==> src/rtl/inst_enc_pkg.sv <==
// -----------------------------------------------------------------------------
// inst_enc_pkg
// Shared definitions for the MIPS-subset instruction encoder:
//   - op_e        : the 17 mnemonic ids driven on inst_encoder.in_op
//   - OPC_* / FN_*: 6-bit major opcodes and R-type function codes
//   - state_e     : encoder FSM states
//   - helpers     : legality test and R/I/J field packers
// -----------------------------------------------------------------------------
package inst_enc_pkg;

    typedef enum logic [4:0] {
        OP_ADDU  = 5'd0,
        OP_SUBU  = 5'd1,
        OP_ADD   = 5'd2,
        OP_AND   = 5'd3,
        OP_OR    = 5'd4,
        OP_SLT   = 5'd5,
        OP_JR    = 5'd6,
        OP_ADDI  = 5'd7,
        OP_ADDIU = 5'd8,
        OP_ANDI  = 5'd9,
        OP_ORI   = 5'd10,
        OP_LUI   = 5'd11,
        OP_SW    = 5'd12,
        OP_LW    = 5'd13,
        OP_BEQ   = 5'd14,
        OP_J     = 5'd15,
        OP_JAL   = 5'd16
    } op_e;

    // Major opcodes
    localparam logic [5:0] OPC_RTYPE = 6'b000000;
    localparam logic [5:0] OPC_ADDI  = 6'b001000;
    localparam logic [5:0] OPC_ADDIU = 6'b001001;
    localparam logic [5:0] OPC_ANDI  = 6'b001100;
    localparam logic [5:0] OPC_ORI   = 6'b001101;
    localparam logic [5:0] OPC_LUI   = 6'b001111;
    localparam logic [5:0] OPC_SW    = 6'b101011;
    localparam logic [5:0] OPC_LW    = 6'b100011;
    localparam logic [5:0] OPC_BEQ   = 6'b000100;
    localparam logic [5:0] OPC_J     = 6'b000010;
    localparam logic [5:0] OPC_JAL   = 6'b000011;

    // R-type function codes
    localparam logic [5:0] FN_ADDU = 6'b100001;
    localparam logic [5:0] FN_SUBU = 6'b100011;
    localparam logic [5:0] FN_ADD  = 6'b100000;
    localparam logic [5:0] FN_AND  = 6'b100100;
    localparam logic [5:0] FN_OR   = 6'b100101;
    localparam logic [5:0] FN_SLT  = 6'b101010;
    localparam logic [5:0] FN_JR   = 6'b001000;

    typedef enum logic [1:0] {
        ST_IDLE  = 2'd0,
        ST_WRITE = 2'd1,
        ST_DONE  = 2'd2,
        ST_ERR   = 2'd3
    } state_e;

    // Ids above OP_JAL are not mnemonics.
    function automatic logic is_legal_op(input logic [4:0] op);
        return (op <= OP_JAL);
    endfunction

    function automatic logic [31:0] r_word(input logic [4:0] rs, input logic [4:0] rt,
                                           input logic [4:0] rd, input logic [5:0] fn);
        return {OPC_RTYPE, rs, rt, rd, 5'd0, fn};
    endfunction

    function automatic logic [31:0] i_word(input logic [5:0] opc, input logic [4:0] rs,
                                           input logic [4:0] rt, input logic [15:0] imm);
        return {opc, rs, rt, imm};
    endfunction

    function automatic logic [31:0] j_word(input logic [5:0] opc, input logic [25:0] target);
        return {opc, target};
    endfunction

endpackage

==> src/rtl/inst_pack.sv <==
// -----------------------------------------------------------------------------
// inst_pack
// Purely combinational field packer: turns a mnemonic id plus operand fields
// into a 32-bit instruction word. Unknown ids produce 0x00000000 (NOP).
// Ports:
//   op     in  5   mnemonic id (inst_enc_pkg::op_e)
//   rs/rt/rd in 5  register fields
//   imm    in  16  immediate / branch offset
//   target in  26  jump target
//   word   out 32  encoded instruction
// -----------------------------------------------------------------------------
module inst_pack
    import inst_enc_pkg::*;
(
    input  logic [4:0]  op,
    input  logic [4:0]  rs,
    input  logic [4:0]  rt,
    input  logic [4:0]  rd,
    input  logic [15:0] imm,
    input  logic [25:0] target,
    output logic [31:0] word
);

    always_comb begin
        word = 32'h0000_0000;
        case (op)
            OP_ADDU:  word = r_word(rs, rt, rd, FN_ADDU);
            OP_SUBU:  word = r_word(rs, rt, rd, FN_SUBU);
            OP_ADD:   word = r_word(rs, rt, rd, FN_ADD);
            OP_AND:   word = r_word(rs, rt, rd, FN_AND);
            OP_OR:    word = r_word(rs, rt, rd, FN_OR);
            OP_SLT:   word = r_word(rs, rt, rd, FN_SLT);
            // JR only reads rs; rt and rd must encode as zero.
            OP_JR:    word = r_word(rs, 5'd0, 5'd0, FN_JR);
            OP_ADDI:  word = i_word(OPC_ADDI, rs, rt, imm);
            OP_ADDIU: word = i_word(OPC_ADDIU, rs, rt, imm);
            OP_ANDI:  word = i_word(OPC_ANDI, rs, rt, imm);
            OP_ORI:   word = i_word(OPC_ORI, rs, rt, imm);
            // LUI has no source register; rs is forced to zero.
            OP_LUI:   word = i_word(OPC_LUI, 5'd0, rt, imm);
            OP_SW:    word = i_word(OPC_SW, rs, rt, imm);
            OP_LW:    word = i_word(OPC_LW, rs, rt, imm);
            OP_BEQ:   word = i_word(OPC_BEQ, rs, rt, imm);
            OP_J:     word = j_word(OPC_J, target);
            OP_JAL:   word = j_word(OPC_JAL, target);
            default:  word = 32'h0000_0000;
        endcase
    end

endmodule

==> src/rtl/inst_encoder.sv <==
// -----------------------------------------------------------------------------
// inst_encoder
// Accepts one instruction request at a time, encodes it through inst_pack and
// writes it to instruction memory with a one-cycle strobe at consecutive word
// addresses starting at BASE_ADDR. Ends in DONE after in_last, or in ERR when
// memory would overflow; start re-arms from either.
// Optional build macro: INST_ENC_ILLEGAL_CHECK_EN -- when defined, an unknown
// in_op is consumed without a write and sends the FSM to ERR; otherwise it is
// written as a NOP (0x00000000).
// Ports:
//   clk, reset (sync, active-low), start
//   in_valid/in_ready handshake, in_op, in_rs, in_rt, in_rd, in_imm,
//   in_target, in_last
//   imem_we, imem_addr[IMEM_AW], imem_wdata[32]
//   count[IMEM_AW+1], done, err
// -----------------------------------------------------------------------------
module inst_encoder
    import inst_enc_pkg::*;
#(
    parameter int IMEM_AW   = 10,
    parameter int BASE_ADDR = 0
) (
    input  logic               clk,
    input  logic               reset,
    input  logic               start,
    input  logic               in_valid,
    output logic               in_ready,
    input  logic [4:0]         in_op,
    input  logic [4:0]         in_rs,
    input  logic [4:0]         in_rt,
    input  logic [4:0]         in_rd,
    input  logic [15:0]        in_imm,
    input  logic [25:0]        in_target,
    input  logic               in_last,
    output logic               imem_we,
    output logic [IMEM_AW-1:0] imem_addr,
    output logic [31:0]        imem_wdata,
    output logic [IMEM_AW:0]   count,
    output logic               done,
    output logic               err
);

    localparam logic [IMEM_AW-1:0] BASE      = IMEM_AW'(BASE_ADDR);
    localparam logic [IMEM_AW-1:0] LAST_ADDR = '1;
    localparam logic [IMEM_AW-1:0] ADDR_ONE  = 1;
    localparam logic [IMEM_AW:0]   CNT_ONE   = 1;

    state_e      state_reg;
    logic        last_reg;
    logic [31:0] pack_word;
    logic        take;

    inst_pack u_pack (
        .op     (in_op),
        .rs     (in_rs),
        .rt     (in_rt),
        .rd     (in_rd),
        .imm    (in_imm),
        .target (in_target),
        .word   (pack_word)
    );

    // in_ready is a pure decode of the state register.
    assign in_ready = (state_reg == ST_IDLE);
    assign take     = in_valid && in_ready;

    always_ff @(posedge clk) begin
        if (!reset) begin
            state_reg  <= ST_IDLE;
            last_reg   <= 1'b0;
            imem_we    <= 1'b0;
            imem_addr  <= BASE;
            imem_wdata <= 32'h0000_0000;
            count      <= '0;
            done       <= 1'b0;
            err        <= 1'b0;
        end else begin
            imem_we <= 1'b0;
            case (state_reg)
                ST_IDLE: begin
                    if (take) begin
`ifdef INST_ENC_ILLEGAL_CHECK_EN
                        if (!is_legal_op(in_op)) begin
                            state_reg <= ST_ERR;
                            err       <= 1'b1;
                        end else begin
                            imem_wdata <= pack_word;
                            imem_we    <= 1'b1;
                            last_reg   <= in_last;
                            state_reg  <= ST_WRITE;
                        end
`else
                        imem_wdata <= pack_word;
                        imem_we    <= 1'b1;
                        last_reg   <= in_last;
                        state_reg  <= ST_WRITE;
`endif
                    end
                end
                ST_WRITE: begin
                    imem_addr <= imem_addr + ADDR_ONE;
                    count     <= count + CNT_ONE;
                    if (last_reg) begin
                        state_reg <= ST_DONE;
                        done      <= 1'b1;
                    end else if (imem_addr == LAST_ADDR) begin
                        // Memory is full and the program is not finished:
                        // refuse to wrap over address 0.
                        state_reg <= ST_ERR;
                        err       <= 1'b1;
                    end else begin
                        state_reg <= ST_IDLE;
                    end
                end
                ST_DONE, ST_ERR: begin
                    if (start) begin
                        state_reg <= ST_IDLE;
                        done      <= 1'b0;
                        err       <= 1'b0;
                        count     <= '0;
                        imem_addr <= BASE;
                    end
                end
                default: state_reg <= ST_IDLE;
            endcase
        end
    end

endmodule

==> config.mk <==
export PLATFORM = sky130hd
export DESIGN_NAME = inst_encoder
export DESIGN_NICKNAME = d
export VERILOG_FILES = /design/src/rtl/inst_enc_pkg.sv /design/src/rtl/inst_pack.sv /design/src/rtl/inst_encoder.sv
export SDC_FILE = /design/constraint.sdc
export NUM_CORES = 1
export LEC_CHECK = 0
export ABC_AREA = 1
export ABC_CLOCK_PERIOD_IN_PS = 1500
export BUFFER_PORTS_ARGS = -buffer_cell sky130_fd_sc_hd__buf_4
export CORE_UTILIZATION = 43
export DETAILED_ROUTE_END_ITERATION = 7
export PLACE_DENSITY = 0.84
export SETUP_SLACK_MARGIN = 0.05
export SLEW_MARGIN = 30
export SYNTH_ARGS = -nofsm -noshare
export SYNTH_HDL_FRONTEND = slang
export SYNTH_SLANG_ARGS = --single-unit
==> constraint.sdc <==
create_clock -name clk -period 1.5 [get_ports clk]
set_input_delay 0.3 -clock clk [delete_from_list [all_inputs] [get_ports clk]]
set_output_delay 0.3 -clock clk [all_outputs]
set_load 0.02 [all_outputs]
# Word-level counts from Yosys, hierarchy flattened
# Cells that the tools add are included.
dict set report word_totals {
  regBits 59
  in_bits 67
}
dict set report classes {
  n_addsub 2
  eq_ne 25
  n_mux 17
  reduce_logical 11
}
# op count
set op_table {}
lappend op_table {{32-bit one-hot mux with 17 select lines} 1}
lappend op_table {{5-bit by 4-bit equality test with 1-bit output (second input constant)} 8}
lappend op_table {{11-bit one-hot mux with 2 select lines} 1}
lappend op_table {{5-bit by 3-bit equality test with 1-bit output (second input constant)} 4}
lappend op_table {{10-bit one-hot mux with 2 select lines} 1}
lappend op_table {{11-bit by 1-bit adder with 11-bit output (second input constant)} 1}
lappend op_table {{11-bit 2-to-1 mux} 1}
lappend op_table {{10-bit by 1-bit adder with 10-bit output (second input constant)} 1}
lappend op_table {{10-bit equality test (second input constant)} 1}
lappend op_table {{5-bit by 2-bit equality test with 1-bit output (second input constant)} 2}
lappend op_table {{10-bit 2-to-1 mux} 1}
lappend op_table {{2-bit 2-to-1 mux} 4}
lappend op_table {{2-bit != test (second input constant)} 4}
lappend op_table {{2-bit AND reduction} 4}
lappend op_table {{2-bit one-hot mux with 3 select lines} 1}
lappend op_table {{5-bit by 1-bit equality test with 1-bit output (second input constant)} 1}
lappend op_table {{5-bit equality test (second input constant)} 1}
lappend op_table {{5-bit logical NOT} 1}
lappend op_table {{1-bit 2-to-1 mux} 5}
lappend op_table {{2-bit equality test (second input constant)} 2}
lappend op_table {{1-bit one-hot mux with 2 select lines} 2}
lappend op_table {{4-bit AND reduction} 1}
lappend op_table {{3-bit AND reduction} 1}
lappend op_table {{2-bit by 1-bit equality test with 1-bit output (second input constant)} 1}
lappend op_table {{5 further kinds} 5}

# Depth between registers and ports, before layout
# Gate-level depths: netlist of run 1.
dict set report depth {
  word_depth 4
  ltp_mapped 12
}

# Modules after synthesis
# A second synthesis of run 1 with hierarchy kept.
dict set report hier_totals {
  hier_cells 502
  hier_area_um2 3224.3
}
# mod instances cells_each area_each_um2 seq_area_each_um2
set by_module_without_submodules {}
lappend by_module_without_submodules {inst_encoder 1 337 2453.6 1181.1}
lappend by_module_without_submodules {inst_pack 1 165 770.7 0.0}

# Least setup slack after synthesis of run 1
# OpenSTA, ideal clock, no wires.
dict set report synth_path {
  path_type {reg-to-reg}
  from {register state_reg[1]}
  to {register imem_wdata[15]}
  arrival_ns 1.423
  required_time_ns 1.430
  path_slack_ns 0.007
  stages_incl_launch_ff 7
  path_buffers 1
  cell_sequence {dfxtp_1 > nor2_1 > nand2_1 > inv_1 > buf_1 > nand2_1 > a21oi_1}
}
dict set report synth_via {
  elab_chain_len 3
}
# element line_no
set synth_lines {}
lappend synth_lines {{from (decl)} inst_encoder.sv:48} ;# state_e state_reg;
lappend synth_lines {{from (signal assigned)} inst_encoder.sv:69} ;# state_reg <= ST_IDLE;
lappend synth_lines {{from (signal assigned)} inst_encoder.sv:96} ;# state_reg <= ST_WRITE;
lappend synth_lines {{from (signal assigned)} inst_encoder.sv:104} ;# state_reg <= ST_DONE;
lappend synth_lines {{2-bit logical NOT (*)} inst_encoder.sv:64} ;# assign in_ready = (state_reg == ST_IDLE);
lappend synth_lines {{named net in_ready} inst_encoder.sv:27} ;# output logic in_ready,
lappend synth_lines {{1-bit logical AND} inst_encoder.sv:65} ;# assign take = in_valid && in_ready;
lappend synth_lines {{2-bit AND reduction (no source line) (*)} n/a}
lappend synth_lines {{to (signal assigned)} inst_encoder.sv:93} ;# imem_wdata <= pack_word;
lappend synth_lines {{to (decl)} inst_encoder.sv:37} ;# output logic [31:0] imem_wdata,
# The timed path passes the listed nets; every way through them passes the cells marked *.
# A chain may end at the register's enable or synchronous reset.

# Worst setup path after layout of run 1
dict set report layout_path {
  from {register state_reg[1]}
  to {register count[9]}
}
dict set report layout_via {
  elab_chain_len 4
}
# element line_no
set layout_lines {}
lappend layout_lines {{2-bit equality test} inst_encoder.sv:79} ;# case (state_reg)
lappend layout_lines {{2-bit OR reduction} inst_encoder.sv:79}
lappend layout_lines {{2-bit != test (no source line) / 2-bit nonzero test (equally long branches)} n/a}
lappend layout_lines {{2-bit AND reduction (no source line)} n/a}
lappend layout_lines {{to (signal assigned)} inst_encoder.sv:102} ;# count <= count + CNT_ONE;
lappend layout_lines {{to (decl)} inst_encoder.sv:38} ;# output logic [IMEM_AW:0] count,
# Parallel ways exist; a longest one is shown, timed or not.

==> run_summary.xml, run 1 <==
<?xml version="1.0" encoding="UTF-8"?>
<metrics>
  <group name="status">
    <metric name="outcome" unit="">complete, but fails checks</metric>
    <metric name="violations" unit="">DRC</metric>
  </group>
  <group name="sta">
    <metric name="hold_violations" unit="">0</metric>
    <metric name="final.min_clock_period" unit="ns">1.39</metric>
    <metric name="timing.final.setup_violations" unit="">0</metric>
    <metric name="final_max_slew_viol_count" unit="">0</metric>
    <metric name="fin_skew" unit="ns">0.00888</metric>
    <metric name="highest_attainable_clock_frequency" unit="GHz">0.720</metric>
    <metric name="finalWorstSetupSlack" unit="ns">0.111</metric>
    <metric name="finalCritPeriodShare" unit="%">92.6</metric>
    <metric name="rsz0062_at_grt" unit="">true</metric>
  </group>
  <group name="worst_setup_path">
    <metric name="crit_path_max_fanout" unit="">3</metric>
    <metric name="r2r_cells" unit="">8</metric>
    <metric name="worstSetupEndpointType" unit="">flip-flop</metric>
    <metric name="cp_slowest_cell" unit="">dfxtp_1</metric>
    <metric name="critical_path_start_type" unit="">flip-flop</metric>
    <metric name="r2r_setup_slack" unit="ns">0.11</metric>
    <metric name="r2r_end" unit="">count[9]$_SDFFE_PN0P_</metric>
    <metric name="cp_data_required_time" unit="ns">1.73</metric>
    <metric name="worst_path_most_repeated_cell" unit="">nor2_2</metric>
    <metric name="timing.critical_path.cells" unit="">inv_2, nand2_2, or2_1, nor2_2, nand3_2, nor2_2, nand2_1, and3_1</metric>
    <metric name="timing.rr.start" unit="">state_reg[1]$_SDFFE_PN0P_</metric>
    <metric name="crit_family" unit="">simple AND/OR/NAND/NOR gates</metric>
    <metric name="crit_type" unit="">reg2reg</metric>
    <metric name="critical_path.max_stage_delay" unit="ns">0.33</metric>
    <metric name="number_of_buffer_and_inverter_stages_on_the_critical_path" unit="">1</metric>
    <metric name="critPathArrivalTime" unit="ns">1.62</metric>
  </group>
  <group name="worst_hold_path">
    <metric name="end_of_the_worst_hold_path" unit="">state_reg[0]$_SDFFE_PN0P_</metric>
    <metric name="worst_hold_path.num_cells" unit="">4</metric>
    <metric name="hold_path_class" unit="">in2reg</metric>
    <metric name="worst_hold_startpoint" unit="">start</metric>
  </group>
  <group name="drt">
    <metric name="detail_route.wl_per_cell" unit="um">13.1</metric>
    <metric name="detailroute.via_count" unit="">3433</metric>
    <metric name="remaining_drc_errors" unit="">11</metric>
    <metric name="drt-total-wl" unit="mm">8.75</metric>
    <metric name="ant_nets" unit="">0</metric>
    <metric name="dr.pass1.iters" unit="">7</metric>
    <metric name="route.detailed.vias_per_inst" unit="">5.12</metric>
    <metric name="dr.first_iter.drc_count" unit="">195</metric>
  </group>
  <group name="clock_network">
    <metric name="clock_sink_count" unit="">58</metric>
    <metric name="clock_tree_from_tritoncts" unit="">built</metric>
    <metric name="cts_buffer_depth" unit="">2</metric>
    <metric name="ctsRootBufferMaster" unit="">clkbuf_8</metric>
    <metric name="cts_max_level" unit="">3</metric>
    <metric name="clk-insertion-delay-late" unit="ns">0.34</metric>
    <metric name="cts_buffers" unit="">9</metric>
    <metric name="clock_edge_transition_at_the_registers_on_the_reported_setup_and_hold_paths" unit="ns">0.07</metric>
  </group>
  <group name="placed_design">
    <metric name="globalplace.congestion" unit="">0.920</metric>
    <metric name="place_hpwl" unit="mm">6.70</metric>
    <metric name="port-buffer-count" unit="">122</metric>
    <metric name="dp_slack" unit="ns">-0.128</metric>
    <metric name="cell_count_after_placement" unit="">652</metric>
  </group>
  <group name="floorplan">
    <metric name="initial_utilization" unit="%">44.9</metric>
    <metric name="die_h" unit="um">83.9</metric>
    <metric name="die-width" unit="um">83.9</metric>
    <metric name="die-area" unit="mm^2">0.00704</metric>
    <metric name="core_region_area" unit="mm^2">0.00642</metric>
    <metric name="io-pin-count" unit="">124</metric>
    <metric name="rows" unit="">29</metric>
  </group>
  <group name="global_routing">
    <metric name="grt_antenna_before_repair" unit="">0</metric>
    <metric name="grt_pass1_wl" unit="mm">14.3</metric>
    <metric name="met2_routing_resource_usage_after_global_routing" unit="%">45.1</metric>
    <metric name="grt_pass1_vias" unit="">3228</metric>
    <metric name="gr-usage-all-layers" unit="%">25.4</metric>
    <metric name="global_route_hottest_layer" unit="">met2</metric>
    <metric name="grt_use_met3" unit="%">9.40</metric>
    <metric name="globalRouteOverflowTotal" unit="">0</metric>
    <metric name="grt.met1_usage" unit="%">28.2</metric>
    <metric name="grt_max_degree" unit="">23</metric>
  </group>
  <group name="yosys">
    <metric name="async_flop_share" unit="%">0</metric>
    <metric name="ys.flop_type" unit="">dfxtp_1</metric>
    <metric name="synthesis.instances" unit="">443</metric>
    <metric name="synth_edf_count" unit="">0</metric>
    <metric name="synth_fp_nets" unit="">512</metric>
    <metric name="synthesis.yosys.warnings" unit="">0</metric>
    <metric name="synth_sequential_area_ratio" unit="%">40.2</metric>
    <metric name="synthDistinctLibCells" unit="">34</metric>
    <metric name="netlist_area" unit="mm^2">0.00289</metric>
    <metric name="syn-mean-instance-area" unit="um^2">6.51</metric>
    <metric name="synth-seq-cells" unit="">58</metric>
  </group>
  <group name="layout">
    <metric name="final_nets" unit="">657</metric>
    <metric name="largest_register_ffs" unit="">31</metric>
    <metric name="sequential_cell_area" unit="mm^2">0.00117</metric>
    <metric name="layout_common_cells" unit="">nand2_1 (180), buf_4 (148), dfxtp_1 (52), a21oi_1 (47), nand3_1 (28)</metric>
    <metric name="largest_register" unit="">imem_wdata</metric>
    <metric name="largestRegisters" unit="">imem_wdata: 31 flops, count: 11 flops, imem_addr: 10 flops</metric>
    <metric name="drive_above_1_share" unit="%">34.2</metric>
    <metric name="area_growth" unit="%">48.8</metric>
    <metric name="stdcell_count" unit="">670</metric>
    <metric name="insertedDiodeCount" unit="">0</metric>
    <metric name="layout.filler_cells" unit="">578</metric>
    <metric name="multi_input_area" unit="mm^2">0.00160</metric>
    <metric name="mostFrequentLayoutCell" unit="">nand2_1</metric>
  </group>
  <group name="power_and_ir_drop">
    <metric name="pwr_density_cell" unit="mW/mm^2">849</metric>
    <metric name="finalPower" unit="mW">3.65</metric>
    <metric name="leakage_power" unit="nW">2.09</metric>
    <metric name="maximum_vdd_drop" unit="V">0.000483</metric>
  </group>
  <group name="flow_run">
    <metric name="maxCapViolations" unit="">0</metric>
  </group>
</metrics>
metal layers:
| layer | part of all wire, % | vias to the layer above |
|---|---|---|
| met3 | 8.6 | 12 |
| met5 | 0 | - |
| met1 | 39 | 1552 |
| met4 | 1.3 | 0 |
| met2 | 51 | 149 |
| li1 | - | 1720 |
worst max path at each step:
| stage | from | endpoint | slack [ns] | cells past startpoint |
|---|---|---|---|---|
| floorplan | imem_addr[0]$_SDFFE_PN0P_ | imem_addr[8]$_SDFFE_PN0P_ | 0.08 | 8 |
| global placement | in_op[1] | imem_wdata[19]$_SDFFE_PN0P_ | -0.04 | 11 |
| detailed placement | in_op[1] | imem_wdata[19]$_SDFFE_PN0P_ | -0.13 | 11 |
| CTS | state_reg[1]$_SDFFE_PN0P_ | count[9]$_SDFFE_PN0P_ | 0.05 | 8 |
| global route | imem_addr[0]$_SDFFE_PN0P_ | err$_SDFFE_PN0P_ | -0.002 | 7 |
| finish | state_reg[1]$_SDFFE_PN0P_ | count[9]$_SDFFE_PN0P_ | 0.11 | 8 |
cell type report:
| class | instances | area share [%] |
|---|---|---|
| Tap cell | 77 | 2.24 |
| Clock inverter | 5 | 0.700 |
| Sequential cell | 58 | 27.3 |
| Timing Repair Buffer | 150 | 26.6 |
| Clock buffer | 11 | 3.29 |
| Multi-Input combinational cell | 341 | 37.4 |
| Inverter | 28 | 2.45 |
logic make-up (layout without fill, tap and decap cells):
kind of cell	Yosys count	count (layout)	share of synthesized area, %
AO/OA/AOI/OAI	69	69	13.0
XOR/XNOR	2	2	0.607
adder cells (fa/ha/maj)	2	2	0.867
buffers and inverters	44	194	6.46
flip-flops	58	58	40.2
other	1	1	0.130
AND/OR/NAND/NOR	267	267	38.7
synthesized netlist by cell type, types with 2 or more instances:
cell type	count	area share [%]
nor2_2	4	0.87
nand3_1	31	5.4
inv_2	3	0.39
nand2_1	182	24
nand2_2	7	1.5
ha_1	2	0.87
nor2_1	25	3.3
o31ai_1	2	0.52
xor2_1	2	0.61
buf_4	3	0.78
and3_1	4	0.87
a21oi_1	47	8.2
clkbuf_1	9	1.2
buf_2	2	0.35
nand4_1	4	0.87
dfxtp_1	58	40
o21ai_0	13	2.3
inv_1	24	3.1
nor3_1	6	1.0
metrics by stage:
| stage | TNS, ns | hold WS, ns | cell area [um^2] | utilization, % |
|---|---|---|---|---|
| after global placement | -0.201 | 0.447 | 4030 | 62.8 |
| after CTS | 0 | 0.229 | 4220 | 65.7 |
| after detailed placement | -1.96 | 0.453 | 4030 | 62.8 |
| final | 0 | 0.246 | 4290 | 66.8 |
| after floorplan | 0 | 0.453 | 2890 | - |
| after global routing | -0.00188 | 0.250 | 4290 | 66.8 |
report_power, final:
group / switching (mW) / internal, mW
Sequential: 0.0457 / 1.60
Combinational: 0.422 / 0.334
Clock: 0.609 / 0.634
worst register-to-register path, stage by stage (launching register included):
cell	delay, ns
dfxtp_1	0.33
inv_2	0.08
nand2_2	0.06
or2_1	0.26
nor2_2	0.13
nand3_2	0.10
nor2_2	0.12
nand2_1	0.05
and3_1	0.15
repair_timing:
action,in CTS,in global routing
resized for setup,2,22
hold buffers,0,0
buffers inserted,1,1
setup endpoints to repair,2,12
pin swaps,1,8
Note: power is estimated with default switching activity, not from simulation.
==> run 2, diff against run 1 <==
--- a/config.mk
+++ b/config.mk
@@ -5,12 +5,13 @@
 export SDC_FILE = /design/constraint.sdc
 export NUM_CORES = 1
 export LEC_CHECK = 0
-export ABC_AREA = 1
 export ABC_CLOCK_PERIOD_IN_PS = 1500
 export BUFFER_PORTS_ARGS = -buffer_cell sky130_fd_sc_hd__buf_4
-export CORE_UTILIZATION = 43
+export CAP_MARGIN = 40
+export CORE_ASPECT_RATIO = 0.8
+export CORE_UTILIZATION = 44
 export DETAILED_ROUTE_END_ITERATION = 7
-export PLACE_DENSITY = 0.84
+export PLACE_DENSITY = 0.85
 export SETUP_SLACK_MARGIN = 0.05
 export SLEW_MARGIN = 30
 export SYNTH_ARGS = -nofsm -noshare
==> run_summary.xml, run 2 <==
<?xml version="1.0" encoding="UTF-8"?>
<metrics>
  <group name="placed_design">
    <metric name="place_hpwl" unit="mm">7.87</metric>
    <metric name="cell_count_after_placement" unit="">594</metric>
    <metric name="dp_slack" unit="ns">-0.315</metric>
    <metric name="globalplace.congestion" unit="">0.881</metric>
    <metric name="port-buffer-count" unit="">122</metric>
  </group>
  <group name="yosys">
    <metric name="synth-simple-area-share" unit="%">26.6</metric>
    <metric name="ys.flop_type" unit="">dfxtp_1</metric>
    <metric name="post_synth_xor_area_fraction" unit="%">1.73</metric>
    <metric name="synth_compound_area_share" unit="%">24.5</metric>
    <metric name="synth.most_common_cell" unit="">dfxtp_1</metric>
    <metric name="synth_fp_nets" unit="">432</metric>
    <metric name="synth_sequential_area_ratio" unit="%">38.3</metric>
    <metric name="synthesis.yosys.warnings" unit="">0</metric>
    <metric name="async_flop_share" unit="%">0</metric>
    <metric name="list_of_most_frequent_post_synthesis_cells" unit="">dfxtp_1 (58), nand3_1 (32), nand2_1 (29)</metric>
    <metric name="synth_mux_area_share" unit="%">2.80</metric>
    <metric name="synth-seq-cells" unit="">58</metric>
    <metric name="yosys-top-cells-area" unit="">dfxtp_1 (38%), a221o_1 (5.3%), nand3_1 (5.3%)</metric>
    <metric name="top_area_cell_type_share_of_the_netlist_area" unit="%">38.3</metric>
    <metric name="synth_edf_count" unit="">0</metric>
    <metric name="synthesis.instances" unit="">363</metric>
    <metric name="synth_top_family_by_area" unit="">simple AND/OR/NAND/NOR gates</metric>
    <metric name="synthDistinctLibCells" unit="">58</metric>
    <metric name="syn-mean-instance-area" unit="um^2">8.36</metric>
    <metric name="synth_largest_area_cell" unit="">dfxtp_1</metric>
    <metric name="synthAdderAreaFrac" unit="%">0.825</metric>
    <metric name="netlist_area" unit="mm^2">0.00303</metric>
  </group>
  <group name="sta">
    <metric name="final.min_clock_period" unit="ns">1.69</metric>
    <metric name="fin_skew" unit="ns">0.00721</metric>
    <metric name="fin_hold_ws" unit="ns">0.183</metric>
    <metric name="rsz0062_at_grt" unit="">true</metric>
    <metric name="finalWorstSetupSlack" unit="ns">-0.193</metric>
    <metric name="hold_violations" unit="">0</metric>
    <metric name="finalCritPeriodShare" unit="%">113</metric>
    <metric name="final_max_slew_viol_count" unit="">0</metric>
    <metric name="timing.final.setup_violations" unit="">30</metric>
    <metric name="highest_attainable_clock_frequency" unit="GHz">0.591</metric>
  </group>
  <group name="layout">
    <metric name="utilization" unit="%">74.5</metric>
    <metric name="drive_above_1_share" unit="%">47.0</metric>
    <metric name="largestRegisters" unit="">imem_wdata: 31 flops, count: 11 flops, imem_addr: 10 flops</metric>
    <metric name="layout_common_cells" unit="">buf_4 (173), dfxtp_1 (53), nand3_1 (31), nor2_1 (26), nand2_1 (26)</metric>
    <metric name="layout.filler_cells" unit="">411</metric>
    <metric name="mostFrequentLayoutCell" unit="">buf_4</metric>
    <metric name="area_growth" unit="%">60.6</metric>
    <metric name="stdcell_count" unit="">618</metric>
    <metric name="final_nets" unit="">598</metric>
    <metric name="largest_register" unit="">imem_wdata</metric>
    <metric name="insertedDiodeCount" unit="">0</metric>
    <metric name="largest_register_ffs" unit="">31</metric>
  </group>
  <group name="drt">
    <metric name="remaining_drc_errors" unit="">0</metric>
    <metric name="ant_nets" unit="">0</metric>
    <metric name="dr.first_iter.drc_count" unit="">466</metric>
    <metric name="drt-total-wl" unit="mm">12.9</metric>
    <metric name="detail_route.wl_per_cell" unit="um">20.9</metric>
    <metric name="route.detailed.vias_per_inst" unit="">6.50</metric>
    <metric name="dr.pass1.iters" unit="">6</metric>
    <metric name="detailroute.via_count" unit="">4015</metric>
  </group>
  <group name="worst_setup_path">
    <metric name="number_of_buffer_and_inverter_stages_on_the_critical_path" unit="">1</metric>
    <metric name="critPathArrivalTime" unit="ns">1.98</metric>
    <metric name="critical_path_start_type" unit="">flip-flop</metric>
    <metric name="cp_slowest_cell" unit="">or3b_4</metric>
    <metric name="timing.critical_path.cells" unit="">or3b_4, or3_4, buf_6, a31oi_1, a221o_1</metric>
    <metric name="crit_type" unit="">reg2reg</metric>
    <metric name="worstSetupEndpointType" unit="">flip-flop</metric>
    <metric name="crit_family" unit="">simple AND/OR/NAND/NOR gates</metric>
    <metric name="crit_path_max_fanout" unit="">6</metric>
    <metric name="critical_path.max_stage_delay" unit="ns">0.40</metric>
    <metric name="cp_data_required_time" unit="ns">1.78</metric>
  </group>
  <group name="clock_network">
    <metric name="ctsRootBufferMaster" unit="">clkbuf_8</metric>
    <metric name="holdBufCountCts" unit="">0</metric>
    <metric name="clock_tree_from_tritoncts" unit="">built</metric>
    <metric name="cts_buffers" unit="">9</metric>
    <metric name="clk-insertion-delay-late" unit="ns">0.34</metric>
    <metric name="clock_edge_transition_at_the_registers_on_the_reported_setup_and_hold_paths" unit="ns">0.07</metric>
    <metric name="cts_buffer_depth" unit="">2</metric>
    <metric name="clock_sink_count" unit="">58</metric>
    <metric name="cts_max_level" unit="">3</metric>
  </group>
  <group name="status">
    <metric name="violations" unit="">setup timing</metric>
    <metric name="outcome" unit="">complete, but fails checks</metric>
  </group>
  <group name="flow_run">
    <metric name="maxCapViolations" unit="">0</metric>
  </group>
  <group name="floorplan">
    <metric name="core_region_area" unit="mm^2">0.00654</metric>
    <metric name="initial_utilization" unit="%">46.4</metric>
    <metric name="die_h" unit="um">76.3</metric>
    <metric name="die-width" unit="um">94.8</metric>
    <metric name="io-pin-count" unit="">124</metric>
    <metric name="die-area" unit="mm^2">0.00723</metric>
    <metric name="rows" unit="">26</metric>
  </group>
  <group name="global_routing">
    <metric name="grt_max_degree" unit="">26</metric>
    <metric name="grt_antenna_before_repair" unit="">0</metric>
    <metric name="globalRouteOverflowTotal" unit="">0</metric>
    <metric name="gr-usage-all-layers" unit="%">32.0</metric>
    <metric name="grt_pass1_vias" unit="">3733</metric>
    <metric name="grt_pass1_wl" unit="mm">18.0</metric>
  </group>
  <group name="power_and_ir_drop">
    <metric name="pwr_density_cell" unit="mW/mm^2">846</metric>
    <metric name="leakage_power" unit="nW">2.10</metric>
    <metric name="maximum_vdd_drop" unit="V">0.000459</metric>
  </group>
  <group name="worst_hold_path">
    <metric name="hold_path_class" unit="">in2reg</metric>
  </group>
</metrics>
## run 2: changes by cell type in the layout (fill, tap and decap cells not counted), sizes merged, moves of 6 or more
cell | previous run | this run
a31oi | 0 | 13
nand3b | 0 | 6
nand2 | 190 | 29
a221o | 0 | 16
and3 | 4 | 13
nand2b | 0 | 6
a211oi | 1 | 7
buf | 150 | 185
inv | 27 | 5
or3 | 0 | 7
a21oi | 48 | 20
## run 2: layout make-up
type / count / area, um^2 / area share, %
Sequential cell: 58 / 1170 / 24.0
Clock buffer: 11 / 141 / 2.90
Multi-Input combinational cell: 269 / 1910 / 39.3
Tap cell: 84 / 105 / 2.16
Inverter: 6 / 22.5 / 0.462
Timing Repair Buffer: 185 / 1440 / 29.6
Clock inverter: 5 / 77.6 / 1.59
## run 2: cell families after synthesis
logic type	count (synthesis)
AND/OR/NAND/NOR	153
AO/OA/AOI/OAI	99
flip-flops	58
buffers and inverters	36
multiplexers	8
XOR/XNOR	6
adder cells (fa/ha/maj)	2
other	1
## run 2: where the power goes
group	internal (mW)	switching, mW	leakage [nW]
combinational	0.404	0.445	1.52
sequential	1.59	0.0426	0.473
clock	0.975	0.668	0.109
## run 2: final timing paths
check                             startpoint  slack, ns  cells after the start                          end
hold / removal                      in_rt[3]       0.18                      2  imem_wdata[19]$_SDFFE_PN0P_
setup reg to reg   state_reg[1]$_SDFFE_PN0P_      -0.19                      5  imem_wdata[10]$_SDFFE_PN0P_
hold reg to reg   imem_wdata[0]$_SDFFE_PN0P_       0.46                      1   imem_wdata[0]$_SDFFE_PN0P_
setup / recovery   state_reg[1]$_SDFFE_PN0P_      -0.19                      5  imem_wdata[10]$_SDFFE_PN0P_
## run 2: timing repair
item	in CTS	in global routing
pin swaps	16	8
setup endpoints to repair	39	45
setup buffers	5	5
gates resized for setup	30	28
## run 2: routing by layer
layer,up-vias,GRT usage [%],wire length [um]
li1,1704,-,-
met1,1897,37.1,4910
met2,330,53.1,6010
met3,84,8.28,1320
met4,0,17.4,698
met5,-,0,0
## run 2: metrics by stage
step           area [um^2]  TNS (ns)  power [mW]
2_1_floorplan         3070     -1.86        1.99
3_3_place_gp          4370     -3.37        2.36
3_5_place_dp          4370     -5.29        2.38
4_1_cts               4740     -1.15        4.01
5_1_grt               4870     -3.47        4.22
6_report              4870     -2.47        4.12
